## src/rtl/mul_share_arbiter.sv

```systemverilog
`default_nettype none
// ============================================================================
//  Module   : mul_share_arbiter
//  Purpose  : Round-robin scheduler sharing one pipelined 4x4 multiplier among
//             NREQ requesters. Issues at most one op per cycle, tracks owners
//             through a tag pipeline aligned to the multiplier latency and
//             returns each 8-bit product to the requester that issued it.
//  Revision : 1.0  initial release
// ============================================================================
module mul_share_arbiter #(
   parameter int NREQ    = 4,
   parameter int MUL_LAT = 5
) (
   input  logic                clk,
   input  logic                reset_n,
   input  logic                en,
   input  logic [NREQ-1:0]     req_valid,
   input  logic [4*NREQ-1:0]   req_a,
   input  logic [4*NREQ-1:0]   req_b,
   output logic [NREQ-1:0]     req_ready,
   output logic [3:0]          mul_a,
   output logic [3:0]          mul_b,
   input  logic [7:0]          mul_prod,
   output logic [NREQ-1:0]     rsp_valid,
   output logic [7:0]          rsp_prod,
   output logic [3:0]          inflight,
   output logic                idle
);

   // One tag per edge between issue register load and response register load
   localparam int TAGS = MUL_LAT + 1;

   logic [2:0] ptr;
   logic       grant_any;
   logic [2:0] grant_id;
   logic [3:0] idx;
   logic [7:0] valid_ext;
   logic [3:0] sel_a;
   logic [3:0] sel_b;
   logic [2:0] ptr_next;

   logic       tag_v  [TAGS];
   logic [2:0] tag_id [TAGS];
   logic       head_v;

   // Round-robin search starting at ptr; en=0 suppresses any grant
   always_comb begin
      valid_ext = 8'(req_valid);
      grant_any = 1'b0;
      grant_id  = 3'd0;
      idx       = 4'd0;
      for (int k = 0; k < NREQ; k++) begin
         idx = {1'b0, ptr} + 4'(k);
         if (idx >= 4'(NREQ)) idx = idx - 4'(NREQ);
         if (!grant_any && valid_ext[idx[2:0]]) begin
            grant_any = 1'b1;
            grant_id  = idx[2:0];
         end
      end
      if (!en) grant_any = 1'b0;
   end

   // One-hot ready and operand selection for the granted requester
   always_comb begin
      sel_a = 4'd0;
      sel_b = 4'd0;
      for (int i = 0; i < NREQ; i++) begin
         req_ready[i] = grant_any && (grant_id == 3'(i));
         if (grant_id == 3'(i)) begin
            sel_a = req_a[4*i +: 4];
            sel_b = req_b[4*i +: 4];
         end
      end
      ptr_next = (grant_id == 3'(NREQ-1)) ? 3'd0 : grant_id + 3'd1;
   end

   assign head_v = tag_v[TAGS-1];
   assign idle   = (inflight == 4'd0) && !(|req_valid);

   // Pointer advance and operand issue register (zero when nothing issues)
   always_ff @(posedge clk or negedge reset_n) begin
      if (!reset_n) begin
         ptr   <= 3'd0;
         mul_a <= 4'd0;
         mul_b <= 4'd0;
      end else if (grant_any) begin
         ptr   <= ptr_next;
         mul_a <= sel_a;
         mul_b <= sel_b;
      end else begin
         mul_a <= 4'd0;
         mul_b <= 4'd0;
      end
   end

   // Owner tag shift register; the head lines up with mul_prod of its op
   always_ff @(posedge clk or negedge reset_n) begin
      if (!reset_n) begin
         for (int i = 0; i < TAGS; i++) begin
            tag_v[i]  <= 1'b0;
            tag_id[i] <= 3'd0;
         end
      end else begin
         tag_v[0]  <= grant_any;
         tag_id[0] <= grant_id;
         for (int i = 1; i < TAGS; i++) begin
            tag_v[i]  <= tag_v[i-1];
            tag_id[i] <= tag_id[i-1];
         end
      end
   end

   // Response strobe to the owner; product holds when no response is due
   always_ff @(posedge clk or negedge reset_n) begin
      if (!reset_n) begin
         rsp_valid <= '0;
         rsp_prod  <= 8'd0;
      end else begin
         for (int i = 0; i < NREQ; i++) begin
            rsp_valid[i] <= head_v && (tag_id[TAGS-1] == 3'(i));
         end
         if (head_v) rsp_prod <= mul_prod;
      end
   end

   // Outstanding-op counter: +1 on issue, -1 on response, both cancel
   always_ff @(posedge clk or negedge reset_n) begin
      if (!reset_n) begin
         inflight <= 4'd0;
      end else begin
         case ({grant_any, head_v})
            2'b10:   inflight <= inflight + 4'd1;
            2'b01:   inflight <= inflight - 4'd1;
            default: inflight <= inflight;
         endcase
      end
   end

endmodule
`default_nettype wire

```

## config.mk

```make
export PLATFORM = sky130hd
export DESIGN_NAME = mul_share_arbiter
export DESIGN_NICKNAME = d
export VERILOG_FILES = /design/src/rtl/mul_share_arbiter.sv
export SDC_FILE = /design/constraint.sdc
export NUM_CORES = 1
export LEC_CHECK = 0
export ABC_CLOCK_PERIOD_IN_PS = 8000
export BUFFER_PORTS_ARGS = -buffer_cell sky130_fd_sc_hd__buf_2
export CAP_MARGIN = 20
export CORE_ASPECT_RATIO = 1.75
export CORE_MARGIN = 5
export CORE_UTILIZATION = 35
export DETAILED_ROUTE_END_ITERATION = 16
export PLACE_DENSITY = 0.58
export SYNTH_ARGS = -nofsm -noshare
export SYNTH_HDL_FRONTEND = slang
export SYNTH_SLANG_ARGS = --single-unit
export TNS_END_PERCENT = 20
```

## constraint.sdc

```tcl
create_clock -name clk -period 8 [get_ports clk]
set_clock_uncertainty 0.2 [all_clocks]
set_input_delay 0.4 -clock clk [delete_from_list [all_inputs] [get_ports clk]]
set_output_delay 0.4 -clock clk [all_outputs]
set_load 0.005 [all_outputs]
```

* Yosys cells after proc, flatten, opt, wreduce, memory -nomap -nowiden
Index checks and enable logic that the tools add are counted.
W data, S select, Z words.
** Storage, ports and cells
- Flip-flop bits (word level) :: 51
- Input bits :: 47
- Output and inout bits :: 29
- Word-level logic and storage cells :: 98
** Operators by class
- Add/sub/neg operators :: 10
- $lt $le $gt $ge :: 8
- Equality and inequality tests :: 8
- Muxes and demuxes :: 33
- Reductions and logical operators :: 21
** Operator list (count)
- $mux W4 :: 10
- $mux W3 :: 9
- $lt A3 B4 Y1 const B :: 4
- $bmux W1 S3 :: 4
- $eq A3 B2 Y1 const B :: 4
- $ge A4 B3 Y1 const B :: 3
- $logic_and A1 B1 Y1 :: 12
- $sub A3 B3 Y3 const B :: 4
- $mux W1 :: 9
- $add A3 B2 Y4 const B :: 2
- $pmux W4 S2 :: 1
- $eq A3 B1 Y1 const B :: 2
- $logic_not A3 Y1 :: 2
- $add A3 B1 Y4 const B :: 1
- $add A4 B1 Y4 const B :: 1
- $logic_not A1 Y1 :: 4
- $logic_not A4 Y1 :: 1
- $reduce_or A4 Y1 :: 1
- $sub A4 B1 Y4 const B :: 1
- $add A3 B1 Y3 const B :: 1
- $ge A3 B3 Y1 const B :: 1
- $eq A2 B1 Y1 const B :: 1
- $eq A2 B2 Y1 const B :: 1
- $reduce_bool A2 Y1 :: 1

* Logic depth before layout (Yosys ltp)
Gate-level depths: netlist (run 1).
- Word-level depth :: 20
- Depth in mapped cells :: 17
- Gate-level depth less buffers :: 13

* Worst setup path before layout (run 1)
OpenSTA, ideal clock, no wires.
- Kind :: register to output
- Start point :: register ptr[0]
- End point :: output req_ready[2]
- Arrival time :: 3.062 ns
- Data required time :: 7.400 ns
- Slack :: 4.338 ns
- Stages on the path, launching flop included :: 14
- Path buffers :: 3
- Path through :: dfrtp_1 buf_6 buf_2 inv_1 ha_1 mux4_2 a21oi_4 nor2_1 o21ai_0 mux2_1 ha_1 clkbuf_1 clkinv_1 nor2_1
** On the way
- Longest elaborated chain between the ends :: 16
- Elaborated cells on any way between the ends :: 40
- Those cells by class :: add/sub (7); order compare (4); eq/ne (1); mux (21); reduce/logical (7)
** RTL lines
- from (decl) :: line 33 : logic [2:0] ptr;
- from (signal assigned) :: line 87 : ptr <= ptr_next;
- parallel branches: the longest is 13 deep, another holds $add A3 B1 Y4
- $mux W3 (*) :: line 55 : if (!grant_any && valid_ext[idx[2:0]]) begin
- via grant_id[1] :: line 35 : logic [2:0] grant_id;
- $eq A3 B2 Y1 (*) :: line 68 : req_ready[i] = grant_any && (grant_id == 3'(i));
- $logic_and A1 B1 Y1 (*) :: line 68
- to (decl) :: line 20 : output logic [NREQ-1:0] req_ready,
Mark *: on every way through the listed nets, which the timed path passes. The select of a mux whose other input is x is not followed.

* Worst setup path in the final report (run 1)
Ends and elaborated chain as after synthesis.

==> flow_metrics.env, run 1 <==
export IMPL_ant_nets=0
export IMPL_period_share_pct=54.70
export IMPL_antenna_found_initial=0
export IMPL_critPathCaptureType="primary output"
export IMPL_syn_mean_instance_area_um2=11.92
export IMPL_holdWs_ps=17.16
export IMPL_start_kind="register"
export IMPL_dieHeight_um=117.8
export IMPL_die_x_um=71.61
export IMPL_cts_clk_slew_worst_paths_ps=60
export IMPL_root_buffer="clkbuf_16"
export IMPL_fillers=627
export IMPL_drc=0
export IMPL_ys_seq_area_share_pct=54.90
export IMPL_yosysWarnings=0
export IMPL_rsz0062_at_grt="no"
export IMPL_worstMarginPinSlew_ps=605.5
export IMPL_setup_viol=0
export IMPL_num_antenna_cells=0
export IMPL_arrival_ps=3780
export IMPL_overflow=0
export IMPL_clk_path_buf_depth=2
export IMPL_required_ps=7400
export IMPL_cts_tree="built"
export IMPL_final_hold_viol_count=0
export IMPL_p_per_area_mw_per_mm2=398.1
export IMPL_nets=325
export IMPL_rows=39
export IMPL_drt_wl_total_mm=4.704
export IMPL_dieArea_mm2=0.008436
export IMPL_num_vias=1664
export IMPL_synth_edff_count=0
export IMPL_portBuffers=75
export IMPL_ys_types=44
export IMPL_fin_total_pwr_uw=1152
export IMPL_drt_first_pass_iters=4
export IMPL_post_cts_buffers=0
export IMPL_post_layout_nonfiller_instances=350
export IMPL_max_freq_mhz=228.5
export IMPL_dp_cells=343
export IMPL_routedWlPerCell_um=13.44
export IMPL_ios=76
export IMPL_drv_cap=0
export IMPL_ctsResizeCount=0
export IMPL_drv_slew=0
export IMPL_ir_worst_vdd_mv=0.2642
export IMPL_layout_drive_gt1_share_pct=38.43
export IMPL_syn_area_mm2=0.002325
export IMPL_htree_levels=2
export IMPL_synth_main_ff_cell="dfrtp_1"
export IMPL_cts_buffers=5
export IMPL_slew_headroom_pct=59.64
export IMPL_initial_core_util_pct=35.82
export IMPL_grt_pass1_wl_mm=8.024
export IMPL_crit_fanout=16
export IMPL_placed_cell_area_mm2=0.002755
export IMPL_outcome="complete, no violations"
export IMPL_track_usage_pct=11.70
export IMPL_clock_latency_ps=280
export IMPL_core_mm2=0.006490
export IMPL_grt_pass1_vias=1819
export IMPL_clock_sinks=51
export IMPL_final_cell_area_mm2=0.002894
export IMPL_hpwl_mm=3.641
export IMPL_path_class="register to primary output"
export IMPL_drt_iter0_drc=58
export IMPL_grt_max_degree=52
export IMPL_async_reset_ff_share_pct=100.0
export IMPL_setup_tns_ps=0
export IMPL_viasPerCell=4.754
export IMPL_gp_congestion=0.8107
export IMPL_ys_ff_latch=51
export IMPL_area_growth_pct=24.49
export IMPL_syn_inst=195
export IMPL_period_minus_slack_ps=4376
export IMPL_synth_nets=252
export IMPL_hold_path_class="input pin to async pin"
export IMPL_cellLeakagePower_uw=0.001456
export IMPL_ctsHoldBuffers=0
## per-stage QoR
step / util, % / worst slack (ps)
floorplan: - / 4338
global placement: 42.45 / 3981
detailed placement: 42.45 / 3891
CTS: 44.59 / 3578
global route: 44.59 / 3340
finish: 44.59 / 3624
## synth_stat cells (2+ instances only)
cell type,instances,share of area (%)
buf_2,2,0.43
ha_1,9,4.8
a21oi_1,9,1.9
mux4_2,3,2.9
a22o_1,2,0.75
or4_1,2,0.65
dfrtp_1,51,55
nand2_1,6,0.97
nor2_1,26,4.2
nor3_1,9,1.9
xnor2_1,2,0.75
and3_1,2,0.54
a221oi_1,8,3.0
nand2b_1,2,0.54
o21ai_0,3,0.65
a21o_1,2,0.65
buf_6,2,0.97
xor2_1,2,0.75
mux2_2,12,5.8
nor4bb_1,2,0.86
mux2i_1,5,2.2
nand4_1,2,0.54
clkbuf_1,5,0.81
inv_1,7,1.1
## worst max-delay path, cell delays in order (launching register included)
cell and delay [ps]:
dfrtp_1 710, inv_1 170, ha_1 430, mux4_2 580
a21oi_4 230, nor2_1 50, o21ai_0 200, mux2_1 210
ha_1 350, clkinv_1 290, nor2_1 160, buf_2 120
## per-layer routing
layer | global-route usage, % | part of all wire (%)
met3 | 2.650 | 6.3
met5 | 0 | 0
met4 | 5.176 | 1.7
met2 | 22.18 | 55
met1 | 11.56 | 37
## layout by cell type (no fill, tap or decap), types with 3 or more instances in the layout
master and n:
a221oi_1 8, nor2_1 26, dfrtp_1 51, a21oi_1 9, mux4_2 3, mux2i_1 5, nor3_1 9, inv_1 7
ha_1 9, nand2_1 6, buf_2 75, o21ai_0 3, mux2_2 12, clkbuf_16 5
## final cells by class
class	instances	area (µm²)	area share, %
Sequential cell	51	1276	44.10
Multi-Input combinational cell	125	959.7	33.16
Timing Repair Buffer	76	382.9	13.23
Clock buffer	5	125.1	4.323
Tap cell	82	102.6	3.545
Inverter	9	33.78	1.167
Clock inverter	2	13.76	0.4756
## power breakdown
part / switching (µW) / internal [µW] / leakage [µW] / total, µW
clock network: 84.2 / 114 / 0.0000696 / 198
logic: 293 / 260 / 0.000758 / 554
registers: 59.0 / 341 / 0.000628 / 400
total: 436 / 716 / 0.00146 / 1150
## cells by family (layout without fill, tap and decap cells)
family | Yosys count | in the layout | share of synthesized area (%)
other | 1 | 1 | 0.1613
buffers and inverters | 19 | 92 | 3.821
flip-flops | 51 | 51 | 54.90
adder cells (fa/ha/maj) | 10 | 10 | 5.705
multiplexers | 21 | 21 | 11.36
XOR/XNOR | 4 | 4 | 1.507
AND/OR/NAND/NOR | 60 | 60 | 13.67
AO/OA/AOI/OAI | 29 | 29 | 8.881
## sequential cells by signal, summed over array words and instances, names as in the netlist
name / count
tag_id: 18
mul_b: 4
rsp_prod: 8
tag_v: 5
inflight: 4
rsp_valid: 4
ptr: 3
mul_a: 4
head_v: 1
## final timing paths
check / startpoint / slack, ps / cells after the start / endpoint
worst min-delay path: reset_n / 20 / 2 / rsp_prod[1]
min in group clk: tag_id[5] / 150 / 0 / tag_id[2]
worst max-delay path: ptr[0] / 3620 / 11 / req_ready[2]
worst min register to register: tag_id[5] / 150 / 0 / tag_id[2]
max in group asynchronous: reset_n / 7180 / 2 / rsp_prod[4]
worst max register to register: ptr[0] / 3940 / 13 / mul_b[3]
(Power assumes the default switching activity.)
==> inputs of run 2 (changes only) <==
--- a/config.mk
+++ b/config.mk
@@ -5,7 +5,7 @@
 export SDC_FILE = /design/constraint.sdc
 export NUM_CORES = 1
 export LEC_CHECK = 0
-export ABC_CLOCK_PERIOD_IN_PS = 8000
+export ABC_CLOCK_PERIOD_IN_PS = 4200
 export BUFFER_PORTS_ARGS = -buffer_cell sky130_fd_sc_hd__buf_2
 export CAP_MARGIN = 20
 export CORE_ASPECT_RATIO = 1.75
==> constraint.sdc (replaced) <==
create_clock -name clk -period 4.2 [get_ports clk]
set_clock_uncertainty 0.2 [all_clocks]
set_input_delay 0.21 -clock clk [delete_from_list [all_inputs] [get_ports clk]]
set_output_delay 0.21 -clock clk [all_outputs]
set_load 0.005 [all_outputs]
==> flow_metrics.env, run 2 (synthesis results as in run 1) <==
export IMPL_drc=0
export IMPL_max_freq_mhz=259.1
export IMPL_worstMarginPinSlew_ps=621.3
export IMPL_cts_buffers=5
export IMPL_r2r_end="mul_b[3]"
export IMPL_top_regs="tag_id: 18 flops, rsp_prod: 8 flops, tag_v: 5 flops"
export IMPL_drt_iter0_drc=79
export IMPL_nets=343
export IMPL_dieHeight_um=117.8
export IMPL_period_minus_slack_ps=3859
export IMPL_ant_nets=0
export IMPL_drv_cap=0
export IMPL_portBuffers=75
export IMPL_drt_first_pass_iters=3
export IMPL_overflow=0
export IMPL_final_common_cell="buf_2"
export IMPL_ios=76
export IMPL_clock_latency_ps=280
export IMPL_grt_max_degree=52
export IMPL_antenna_found_initial=0
export IMPL_num_antenna_cells=0
export IMPL_viasPerCell=4.783
export IMPL_regArea_mm2=0.001276
export IMPL_required_ps=4220
export IMPL_core_mm2=0.006490
export IMPL_critPathCaptureType="register"
export IMPL_reg2regPathDepth=13
export IMPL_arrival_ps=3880
export IMPL_cts_clk_slew_worst_paths_ps=70
export IMPL_start_kind="register"
export IMPL_area_growth_pct=33.96
export IMPL_drv_slew=0
export IMPL_rows=39
export IMPL_reg2reg_slack_ps=340
export IMPL_rsz0062_at_grt="no"
export IMPL_largest_register="tag_id"
export IMPL_outcome="complete, no violations"
export IMPL_routedWlPerCell_um=13.99
export IMPL_gp_congestion=0.8681
export IMPL_hold_path_depth=3
export IMPL_fin_total_pwr_uw=2338
export IMPL_hpwl_mm=3.789
export IMPL_hold_path_endpoint="mul_b[2]"
export IMPL_final_hold_viol_count=0
export IMPL_largest_reg_flops=18
export IMPL_hold_path_class="input pin to register"
export IMPL_cellLeakagePower_uw=0.001548
export IMPL_grt_use_met2_pct=23.56
export IMPL_layout_drive_gt1_share_pct=37.63
export IMPL_setup_tns_ps=0
export IMPL_grt_pass1_vias=1884
export IMPL_grtUsageMet3_pct=3.077
export IMPL_initial_core_util_pct=35.82
export IMPL_reg2reg_from="ptr[1]"
export IMPL_final_cell_mix="buf_2 (75), dfrtp_1 (51), nor2_1 (26), dlygate4sd3_1 (16), mux2_2 (12)"
export IMPL_num_vias=1765
export IMPL_min_from="req_b[14]"
export IMPL_multi_input_area_um2=962.2
export IMPL_setup_viol=0
export IMPL_slew_headroom_pct=58.58
export IMPL_clk_path_buf_depth=2
export IMPL_root_buffer="clkbuf_16"
export IMPL_grt_busiest_layer="met2"
export IMPL_period_share_pct=91.89
export IMPL_gr_usage_met1_pct=12.82
export IMPL_fillers=643
export IMPL_path_class="register to register"
export IMPL_post_cts_buffers=0
export IMPL_drt_wl_total_mm=5.161
export IMPL_crit_fanout=11
export IMPL_track_usage_pct=12.69
export IMPL_grt_pass1_wl_mm=8.576
export IMPL_clock_sinks=51
export IMPL_cts_tree="built"
export IMPL_dieArea_mm2=0.008436
export IMPL_holdWs_ps=3.222
export IMPL_die_x_um=71.61
export IMPL_htree_levels=2
export IMPL_p_per_area_mw_per_mm2=750.8
export IMPL_ir_worst_vdd_mv=0.4664
## run 2: changes by cell type in the layout (fill, tap and decap cells not counted), sizes merged
| cell | change |
|---|---|
| clkinvlp | +1 |
| clkinv | -3 |
| buf | +2 |
| clkbuf | +1 |
| bufinv | +1 |
| inv | +1 |
| dlygate4sd3 | +16 |
## run 2: routing by layer
metal	part of all wire (%)	wire length, µm	up-vias
li1	-	-	865
met3	5.6	287	8
met1	36	1850	841
met5	0	0	-
met4	2.0	104	0
met2	57	2918	51
## run 2: layout make-up
type,instances,share of cell area [%]
Clock inverter,2,1.245
Timing Repair Buffer,94,17.92
Multi-Input combinational cell,125,30.90
Clock buffer,6,4.460
Sequential cell,51,40.98
Tap cell,82,3.294
Inverter,9,1.205
## run 2: worst max path at each step
stage | from | cells after the start | end
2_1_floorplan | ptr[0] | 16 | mul_a[1]
3_3_place_gp | ptr[1] | 13 | mul_b[3]
3_5_place_dp | ptr[1] | 13 | mul_b[2]
4_1_cts | ptr[1] | 11 | req_ready[2]
5_1_grt | ptr[1] | 13 | mul_b[3]
6_report | ptr[1] | 13 | mul_b[3]
## run 2: through the flow
step                      util [%]  instances  area [µm²]  setup slack [ps]
after global routing         47.99        369        3114             25.82
final                        47.99        369        3114             340.6
after global placement       42.68        345        2770             485.2
after CTS                    47.89        369        3108             162.9
after floorplan                  -        195        2325             610.4
after detailed placement     42.68        345        2770             375.1
## run 2: critical path, cell delays in order, from the launching register on
cell      delay (ps)
dfrtp_1          570
inv_1             90
ha_1             390
mux4_2           570
a21oi_4          230
nor2_1            60
o21ai_0          220
mux2i_1          140
ha_1             340
nor2b_1          480
a221oi_1         170
nor3_1           170
a21oi_1           60
nor2_1            90
## run 2: report_power, final
part,internal [µW],switching [µW]
registers,650,87.9
clock network,299,174
logic,524,604
total,1470,865
## run 2: timing repair
action	4_1_cts	5_1_grt
resized for setup	0	2
endpoints found under the hold margin	66	0
setup endpoints to repair	0	1
hold buffers	16	0
